<file path="src/rtl/msg_pkg.sv">
// Shared definitions for the message transmit serializer and its receive-side peer.
package msg_pkg;

  localparam int DEF_MAX_MSG_BYTES = 32;
  localparam int DEF_DATA_BYTES    = 8;
  localparam int KEEP_MAX          = 64;

  typedef enum logic [1:0] {
    IDLE  = 2'd0,
    SEND  = 2'd1,
    ABORT = 2'd2
  } txStateType;

  function automatic int len_w(input int max_bytes);
    return $clog2(max_bytes + 1);
  endfunction

  // Contiguous byte-qualifier mask; a zero remainder means a completely full beat.
  function automatic logic [KEEP_MAX-1:0] tkeep_for(input int unsigned rem,
                                                    input int unsigned width);
    logic [KEEP_MAX-1:0] m;
    m = '0;
    for (int unsigned i = 0; i < KEEP_MAX; i++) begin
      m[i] = (rem == 0) ? (i < width) : (i < rem);
    end
    return m;
  endfunction

endpackage

</file>
<file path="src/rtl/msg_serializer.sv">
// Serializes one parallel message into AXI-Stream beats with tkeep/tlast/tuser.
// Handshake: a beat or message transfers on a clock edge where valid && ready; valid never drops without one.
module msg_serializer
  import msg_pkg::*;
#(
  parameter int MAX_MSG_BYTES = DEF_MAX_MSG_BYTES,
  parameter int DATA_BYTES    = DEF_DATA_BYTES,
  parameter int TKEEP_WIDTH   = DEF_DATA_BYTES,
  parameter int LEN_W         = len_w(MAX_MSG_BYTES)
) (
  input  logic                       clk,
  input  logic                       rst,
  input  logic                       msg_valid,
  output logic                       msg_ready,
  input  logic [8*MAX_MSG_BYTES-1:0] msg_data,
  input  logic [LEN_W-1:0]           msg_len,
  input  logic                       msg_err,
  input  logic                       tx_abort,
  output logic                       m_tvalid,
  input  logic                       m_tready,
  output logic [8*DATA_BYTES-1:0]    m_tdata,
  output logic [TKEEP_WIDTH-1:0]     m_tkeep,
  output logic                       m_tlast,
  output logic                       m_tuser,
  output txStateType                 dbg_state
);

  localparam int BEATS_MAX = (MAX_MSG_BYTES + DATA_BYTES - 1) / DATA_BYTES;
  localparam int BEAT_W    = $clog2(BEATS_MAX + 1);
  localparam int BEAT_BITS = 8 * DATA_BYTES;
  localparam int PAD_W     = BEAT_BITS * BEATS_MAX;

  if (TKEEP_WIDTH != DATA_BYTES) begin : g_keep_width_check
    $error("msg_serializer: TKEEP_WIDTH must equal DATA_BYTES");
  end

  txStateType                 r_state;
  logic [8*MAX_MSG_BYTES-1:0] r_msg;
  logic [LEN_W-1:0]           r_len;
  logic                       r_err;
  logic [BEAT_W-1:0]          r_beat;
  logic                       r_abort_pending;
  logic                       r_ready;
  logic                       r_tvalid;
  logic [BEAT_BITS-1:0]       r_tdata;
  logic [TKEEP_WIDTH-1:0]     r_tkeep;
  logic                       r_tlast;
  logic                       r_tuser;

  logic                       w_accept;
  logic                       w_beat_hs;
  logic [PAD_W-1:0]           w_src_pad;
  logic [LEN_W-1:0]           w_src_len;
  logic                       w_src_err;
  logic [BEAT_W-1:0]          w_src_idx;
  logic                       w_illegal;
  int                         w_len_i;
  int                         w_idx_i;
  int                         w_nbeats;
  int                         w_rem;
  logic                       w_nxt_last;
  logic [TKEEP_WIDTH-1:0]     w_nxt_keep;
  logic [BEAT_BITS-1:0]       w_nxt_data;
  logic                       w_nxt_user;

  assign w_accept  = msg_valid && r_ready;
  assign w_beat_hs = r_tvalid && m_tready;

  // The first beat is built straight from the offered message so it appears one edge after acceptance.
  always_comb begin
    w_src_pad = '0;
    w_src_pad[8*MAX_MSG_BYTES-1:0] = w_accept ? msg_data : r_msg;
    w_src_len  = w_accept ? msg_len : r_len;
    w_src_err  = w_accept ? msg_err : r_err;
    w_src_idx  = w_accept ? '0 : r_beat + 1'b1;
    w_len_i    = int'(w_src_len);
    w_idx_i    = int'(w_src_idx);
    w_illegal  = (w_len_i == 0) || (w_len_i > MAX_MSG_BYTES);
    w_nbeats   = (w_len_i + DATA_BYTES - 1) / DATA_BYTES;
    w_rem      = w_len_i % DATA_BYTES;
    w_nxt_last = w_illegal || (w_idx_i == w_nbeats - 1);
    if (w_illegal) begin
      w_nxt_keep = '0;
    end else if (w_nxt_last) begin
      w_nxt_keep = TKEEP_WIDTH'(tkeep_for(unsigned'(w_rem), DATA_BYTES));
    end else begin
      w_nxt_keep = '1;
    end
    w_nxt_data = w_src_pad[w_idx_i*BEAT_BITS +: BEAT_BITS];
    for (int j = 0; j < DATA_BYTES; j++) begin
      if (!w_nxt_keep[j]) w_nxt_data[8*j +: 8] = '0;
    end
    w_nxt_user = w_illegal || (w_nxt_last && w_src_err);
  end

  always_ff @(posedge clk or negedge rst) begin
    if (!rst) begin
      r_state         <= IDLE;
      r_msg           <= '0;
      r_len           <= '0;
      r_err           <= 1'b0;
      r_beat          <= '0;
      r_abort_pending <= 1'b0;
      r_ready         <= 1'b0;
      r_tvalid        <= 1'b0;
      r_tdata         <= '0;
      r_tkeep         <= '0;
      r_tlast         <= 1'b0;
      r_tuser         <= 1'b0;
    end else begin
      case (r_state)
        IDLE: begin
          r_ready         <= 1'b1;
          r_abort_pending <= 1'b0;
          if (w_accept) begin
            r_msg    <= msg_data;
            r_len    <= msg_len;
            r_err    <= msg_err;
            r_beat   <= '0;
            r_ready  <= 1'b0;
            r_tvalid <= 1'b1;
            r_tdata  <= w_nxt_data;
            r_tkeep  <= w_nxt_keep;
            r_tlast  <= w_nxt_last;
            r_tuser  <= w_nxt_user;
            r_state  <= SEND;
          end
        end
        SEND: begin
          if (!w_beat_hs) begin
            r_abort_pending <= r_abort_pending || tx_abort;
          end else if (r_tlast) begin
            r_abort_pending <= 1'b0;
            r_tvalid        <= 1'b0;
            r_tdata         <= '0;
            r_tkeep         <= '0;
            r_tlast         <= 1'b0;
            r_tuser         <= 1'b0;
            r_ready         <= 1'b1;
            r_state         <= IDLE;
          end else if (r_abort_pending || tx_abort) begin
            r_abort_pending <= 1'b0;
            r_tdata         <= '0;
            r_tkeep         <= '0;
            r_tlast         <= 1'b1;
            r_tuser         <= 1'b1;
            r_state         <= ABORT;
          end else begin
            r_beat  <= w_src_idx;
            r_tdata <= w_nxt_data;
            r_tkeep <= w_nxt_keep;
            r_tlast <= w_nxt_last;
            r_tuser <= w_nxt_user;
          end
        end
        ABORT: begin
          if (w_beat_hs) begin
            r_tvalid <= 1'b0;
            r_tdata  <= '0;
            r_tkeep  <= '0;
            r_tlast  <= 1'b0;
            r_tuser  <= 1'b0;
            r_ready  <= 1'b1;
            r_state  <= IDLE;
          end
        end
        default: r_state <= IDLE;
      endcase
    end
  end

  assign msg_ready = r_ready;
  assign m_tvalid  = r_tvalid;
  assign m_tdata   = r_tdata;
  assign m_tkeep   = r_tkeep;
  assign m_tlast   = r_tlast;
  assign m_tuser   = r_tuser;
  assign dbg_state = r_state;

endmodule
</file>
<file path="config.mk">
export PLATFORM = sky130hd
export DESIGN_NAME = msg_serializer
export DESIGN_NICKNAME = d
export VERILOG_FILES = /design/src/rtl/msg_pkg.sv /design/src/rtl/msg_serializer.sv
export SDC_FILE = /design/constraint.sdc
export NUM_CORES = 1
export LEC_CHECK = 0
export CAP_MARGIN = 5
export CORE_UTILIZATION = 46
export CTS_CLUSTER_DIAMETER = 120
export DETAILED_ROUTE_END_ITERATION = 10
export GPL_TIMING_DRIVEN = 0
export PLACE_DENSITY = 0.77
export SETUP_SLACK_MARGIN = 0.02
export SYNTH_ARGS = -nofsm -noshare
export SYNTH_HDL_FRONTEND = slang
export SYNTH_SLANG_ARGS = --single-unit
export TNS_END_PERCENT = 100
</file>
<file path="constraint.sdc">
create_clock -name clk -period 3.42 [get_ports clk]
set_input_delay 0.342 -clock clk [delete_from_list [all_inputs] [get_ports clk]]
set_output_delay 0.342 -clock clk [all_outputs]
set_load 0.02 [all_outputs]
</file>
==> results of run 1 <==
==> sequential cells by signal, summed over array words and instances (netlist names) <==
signal / count
m_tkeep: 8
r_len: 6
dbg_state: 2
r_abort_pending: 1
m_tdata: 64
r_err: 1
m_tuser: 1
r_msg: 256
m_tvalid: 1
m_tlast: 1
r_beat: 3
msg_ready: 1
==> path summary, 6_finish.rpt <==
path | end | depth (start not counted) | slack (ns)
setup / recovery | m_tdata[19]$_DFFE_PN0P_ | 14 | 0.09
hold / removal | r_msg[197]$_DFFE_PN0P_ | 2 | 0.43
setup reg to reg | m_tdata[19]$_DFFE_PN0P_ | 14 | 0.09
hold reg to reg | m_tdata[13]$_DFFE_PN0P_ | 2 | 0.47
max in group asynchronous | m_tdata[49]$_DFFE_PN0P_ | 3 | 1.77
min in group asynchronous | r_msg[204]$_DFFE_PN0P_ | 2 | 0.51
==> synth_stat cells, types with 2 or more instances <==
master | number | area share, %
inv_1 | 4 | 0.095
a22o_1 | 4 | 0.22
a22oi_1 | 2 | 0.095
mux2i_1 | 59 | 3.7
clkbuf_1 | 54 | 1.3
nor4b_1 | 2 | 0.11
nor2b_1 | 2 | 0.079
o31ai_4 | 6 | 0.81
o221ai_1 | 3 | 0.17
nor2_1 | 13 | 0.31
mux2_2 | 264 | 19
buf_1 | 11 | 0.26
o21ai_1 | 36 | 1.1
o211ai_1 | 3 | 0.14
nor3_1 | 5 | 0.16
o31ai_1 | 2 | 0.095
and2_1 | 3 | 0.12
mux4_2 | 64 | 9.1
a21oi_1 | 6 | 0.19
xnor2_1 | 6 | 0.33
o21ai_0 | 40 | 1.3
and3_1 | 5 | 0.20
nand2_1 | 105 | 2.5
a211oi_1 | 2 | 0.095
xnor3_1 | 2 | 0.28
buf_4 | 3 | 0.14
or3_1 | 3 | 0.12
ha_1 | 7 | 0.55
buf_2 | 2 | 0.063
a21boi_0 | 4 | 0.19
dfrtp_1 | 345 | 55
o21a_1 | 2 | 0.095
nand3_1 | 13 | 0.41
xor2_1 | 4 | 0.22
a32oi_1 | 9 | 0.50
a211o_1 | 3 | 0.17
==> report_power, final <==
group / internal [uW] / switching (uW) / total (uW)
Sequential: 5970 / 989 / 6960
Clock: 2440 / 1670 / 4110
Combinational: 4260 / 3790 / 8050
==> worst max-delay path: stages, from the launching register on <==
cell and delay (ns):
dfrtp_2 0.44, a211o_1 0.33, a221oi_4 0.26, buf_6 0.15, nor2_4 0.03, or3_4 0.41, nand2_4 0.09, ha_4 0.19
xor2_1 0.16, nand3b_1 0.11, a211o_4 0.31, buf_12 0.15, o31ai_4 0.28, buf_12 0.17, o21ai_0 0.10
==> routing by layer <==
layer	up-vias	share of wire, %	routed length (um)
met4	0	2.8	1280
met1	5753	41	18700
met2	367	49	22600
li1	4960	-	-
met3	78	6.9	3150
met5	-	0	0
==> layout make-up <==
type | instances | area share, %
Timing Repair Buffer | 363 | 17.4
Antenna cell | 9 | 0.104
Clock inverter | 11 | 0.481
Multi-Input combinational cell | 701 | 32.3
Clock buffer | 58 | 5.42
Tap cell | 448 | 2.60
Inverter | 4 | 0.0696
Sequential cell | 345 | 40.0
Buffer | 69 | 1.58
==> logic make-up (layout without fill, tap and decap cells) <==
group	Yosys count	after routing	share of synthesized area [%]
AOI/OAI and AO/OA	136	136	6.08
other	0	9	0
and+or+nand+nor	159	159	4.40
xor gates and xnor gates	12	12	0.838
adders and majority gates	7	7	0.554
buffers and inverters	75	505	1.91
muxes	387	387	31.6
DFF	345	345	54.6
==> what timing repair did <==
| action | in CTS | in global routing |
|---|---|---|
| setup endpoints to repair | 137 | 64 |
| setup buffers | 8 | 6 |
| endpoints found under the hold margin | 115 | 0 |
| pin swaps | 7 | 13 |
| resized for setup | 21 | 51 |
| cloned | 0 | 1 |
| hold buffers | 1 | 0 |
==> through the flow <==
step | TNS, ns | instances
global route | 0 | 2007
global placement | -4607.12 | 1914
detailed placement | -115.35 | 1916
CTS | 0 | 1993
finish | 0 | 2008
floorplan | 0 | 1121
==> cells in the final DEF (no fill, tap or decap), types with 8 or more instances in the layout <==
cell type and instances:
clkdlybuf4s50_1 344, dfrtp_1 343, mux2_2 264, nand2_1 104, mux4_2 64, mux2i_1 59, clkbuf_1 48, clkbuf_16 41
o21ai_1 38, o21ai_0 30, clkbuf_2 13, nand3_1 13, nor2_1 10, clkbuf_8 10, diode_2 9, buf_4 9
a32oi_1 9, buf_12 8, o21ai_2 8
==> flow_summary.json, run 1 <==
{
  "antenna_found_initial": 9,
  "crit_fanout": 8,
  "hp-start": "msg_data[197]",
  "clock_latency_ns": 0.53,
  "final_area_mm2": 0.0216,
  "drive_above_1_share_pct": 29.7,
  "synth_edf_count": 0,
  "fillers": 2586,
  "cts_tree": "yes",
  "layout.area.seq_mm2": 0.00864,
  "numCtsBuffers": 39,
  "die_w_um": 187,
  "gp_congestion": 0.909,
  "grt_util_met2_pct": 44.0,
  "synth_seq_area_share_pct": 54.6,
  "clk_path_buf_depth": 3,
  "route.detailed.wl_per_inst_um": 22.8,
  "post-route-util_pct": 64.0,
  "coreArea_mm2": 0.0337,
  "cts-root-buf": "clkbuf_16",
  "grt_max_degree": 121,
  "drv_cap": 0,
  "period_share_pct": 97.3,
  "busiest_layer": "met2",
  "critPathLaunchType": "register",
  "met3_usage_pct": 5.80,
  "ys_seq_elements": 345,
  "via_count": 11200,
  "drc": 0,
  "initial_core_util_pct": 46.9,
  "dieArea_mm2": 0.0351,
  "cts_sinks": 345,
  "path_clk_slew_ns": 0.06,
  "grtUsageMet1_pct": 34.1,
  "slew_violations": 0,
  "synth_cell_types": 59,
  "period_minus_slack_ns": 3.33,
  "reg2reg_from": "r_len[1]$_DFFE_PN0P_",
  "drt_iter0_markers": 613,
  "areaGrowthSynthToFinish_pct": 36.4,
  "grt_util_all_layers_pct": 26.3,
  "syn-cell-area_mm2": 0.0158,
  "worst_pin_slew_ns": 1.19,
  "synth_async_sr_flop_share_pct": 100,
  "max_freq_ghz": 0.301,
  "critPathKind": "reg2reg",
  "relSlewSlack_pct": 20.6,
  "hpwl_um": 32300,
  "fp.dieH_um": 187,
  "syn_area_per_cell_um2": 14.1,
  "routed_via_density": 5.56,
  "ys.warnings.count": 0,
  "synth_nets": 1396,
  "hold_viol_final": 0,
  "synth-main-ff-cell": "dfrtp_1",
  "rsz0062_at_grt": "yes",
  "syn_inst": 1121,
  "firstDrtPassIters": 5,
  "worstPathArrival_ns": 3.72,
  "finClkSkew_ns": 0.0182,
  "grt_pass1_vias": 11900,
  "required_ns": 3.81,
  "p_leak_uw": 0.00897,
  "critPathLaunch": "r_len[1]$_DFFE_PN0P_",
  "hold_class": "in2reg",
  "outcome": "finished, final reports clean",
  "power_uw": 19100,
  "nets": 1798,
  "ios": 346,
  "cp-end-kind": "register",
  "drt-total-wl_um": 45800,
  "placed_cell_area_mm2": 0.0199,
  "htreeDepth": 2,
  "powerDensity_mw_per_mm2": 886,
  "setup_viol": 0,
  "finalWorstSetupSlack_ns": 0.0924,
  "multi_input_area_mm2": 0.00698,
  "grt_first_pass_wirelength_um": 70700,
  "pre_cts_ws_ns": -1.12,
  "num_rows": 67,
  "holdWs_ns": 0.426,
  "ir_drop_mv": 0.485,
  "ant_nets": 0,
  "io_buffer_count": 345,
  "grt-ovfl-total": 0
}
No activity file was read; power rests on OpenSTA's default activity.
==> inputs of run 2 (changes only) <==
SKIP_CTS_REPAIR_TIMING = 1   (was unset)
SLEW_MARGIN = 30   (was unset)
==> flow_summary.json, run 2 (synthesis results as in run 1) <==
{
  "grt_first_pass_wirelength_um": 71400,
  "p_int_uw": 12400,
  "worstPathArrival_ns": 3.73,
  "gp_congestion": 0.909,
  "antenna_found_initial": 11,
  "fillers": 2597,
  "dieArea_mm2": 0.0351,
  "multi_input_area_mm2": 0.00691,
  "worst_pin_slew_ns": 0.972,
  "final_cell_mix": "344 x dfrtp_1, 344 x clkdlybuf4s50_1, 264 x mux2_2, 105 x nand2_1, 64 x mux4_2",
  "ir_drop_mv": 0.595,
  "drt-total-wl_um": 45900,
  "relSlewSlack_pct": 35.2,
  "critPathLaunchType": "register",
  "post-route-util_pct": 63.6,
  "ios": 346,
  "met3_usage_pct": 5.97,
  "period_share_pct": 97.8,
  "drt_iter0_markers": 613,
  "cts_tree": "yes",
  "drc": 0,
  "grt_util_met2_pct": 44.2,
  "largest_reg_flops": 256,
  "holdWs_ns": 0.379,
  "critPathKind": "reg2reg",
  "path_clk_slew_ns": 0.06,
  "final_area_mm2": 0.0214,
  "htreeDepth": 2,
  "p_comb_share_pct": 41.8,
  "routed_via_density": 5.59,
  "grt_pass1_vias": 11900,
  "crit_path_max_incr_delay_ns": 0.43,
  "powerDensity_mw_per_mm2": 877,
  "io_buffer_count": 345,
  "drive_above_1_share_pct": 28.8,
  "via_count": 11200,
  "coreArea_mm2": 0.0337,
  "swShare_pct": 33.9,
  "ant_nets": 0,
  "clk_path_buf_depth": 3,
  "drv_cap": 0,
  "numCtsBuffers": 38,
  "stdcell_count": 2005,
  "busiest_layer": "met2",
  "hold_class": "in2async",
  "num_rows": 67,
  "netSwitchingPower_uw": 6360,
  "cpMaxStageDelayCell": "dfrtp_2",
  "slew_violations": 0,
  "finClkSkew_ns": 0.0156,
  "cp-end-kind": "register",
  "hpwl_um": 32700,
  "hold_viol_final": 0,
  "largest-register": "r_msg",
  "die_w_um": 187,
  "p_leak_uw": 0.00894,
  "grt_util_all_layers_pct": 26.7,
  "grtUsageMet1_pct": 34.3,
  "placed_cell_area_mm2": 0.0200,
  "setup_viol": 0,
  "cts-root-buf": "clkbuf_16",
  "required_ns": 3.80,
  "route.detailed.wl_per_inst_um": 22.9,
  "cts_sinks": 345,
  "grt-ovfl-total": 0,
  "nets": 1800,
  "layout.area.seq_mm2": 0.00863,
  "fp.dieH_um": 187,
  "max_freq_ghz": 0.299,
  "areaGrowthSynthToFinish_pct": 35.4,
  "crit_chain": "a211o_1 > a221oi_4 > buf_6 > nor2_1 > or3_1 > nand2_1 > ha_2 > xnor2_1 > mux2i_1 > o221ai_2 > o21ai_4 > o31ai_4 > buf_12 > o21ai_0",
  "clkPwrFrac_pct": 21.1,
  "crit_fanout": 8,
  "power_frac_seq_pct": 37.0,
  "grt_max_degree": 87,
  "reg2reg_slack_ns": 0.08,
  "clock_latency_ns": 0.52,
  "initial_core_util_pct": 46.9,
  "period_minus_slack_ns": 3.34,
  "outcome": "finished, final reports clean",
  "dp_cells": 1918,
  "firstDrtPassIters": 5,
  "power_uw": 18800
}
[run 2: worst paths after layout]
| path | startpoint | endpoint | cells past startpoint |
|---|---|---|---|
| max | msg_ready$_DFFE_PN0P_ | m_tdata[19]$_DFFE_PN0P_ | 14 |
| min | rst | r_msg[204]$_DFFE_PN0P_ | 2 |
| max reg2reg | msg_ready$_DFFE_PN0P_ | m_tdata[19]$_DFFE_PN0P_ | 14 |
| min reg2reg | m_tdata[33]$_DFFE_PN0P_ | m_tdata[33]$_DFFE_PN0P_ | 2 |
| max in group asynchronous | rst | r_msg[39]$_DFFE_PN0P_ | 4 |
| min in group clk | msg_data[229] | r_msg[229]$_DFFE_PN0P_ | 2 |
[run 2: cell type report]
type / instances / area share, %
Sequential cell: 345 / 40.3
Multi-Input combinational cell: 701 / 32.2
Timing Repair Buffer: 365 / 17.6
Clock buffer: 58 / 5.45
Tap cell: 448 / 2.62
Buffer: 70 / 1.48
Clock inverter: 4 / 0.123
Antenna cell: 10 / 0.117
Inverter: 4 / 0.0701
[run 2: worst max-delay path, delay by kind of cell, from the launching register on]
| family | cells | cell delay, ns |
|---|---|---|
| buffers and inverters | 2 | 0.33 |
| xor gates and xnor gates | 1 | 0.13 |
| AOI/OAI and AO/OA | 6 | 1.48 |
| DFF | 1 | 0.43 |
| and+or+nand+nor | 3 | 0.48 |
| adders and majority gates | 1 | 0.23 |
| muxes | 1 | 0.12 |
[run 2: per-layer routing]
| layer | vias up | share of wire (%) |
|---|---|---|
| met4 | 2 | 2.8 |
| met5 | - | 0.026 |
| met2 | 382 | 50 |
| met3 | 79 | 6.8 |
| met1 | 5782 | 41 |
| li1 | 4954 | - |
[run 2: per-stage QoR]
step                      setup slack, ns  setup TNS, ns
after floorplan                    0.0637              0
after global placement             -13.07       -4607.12
after detailed placement            -1.13        -109.22
after CTS                          -0.773         -58.67
after global routing              -0.0342         -0.242
final                              0.0768              0
[run 2: power groups by stage]
stage,registers [uW],clock network (uW),logic [uW]
floorplan,6910,0,4980
global route,7170,4200,8470
detailed placement,6980,0,7480
CTS,6930,4030,7530
global placement,6910,0,7270
finish,6960,3970,7860
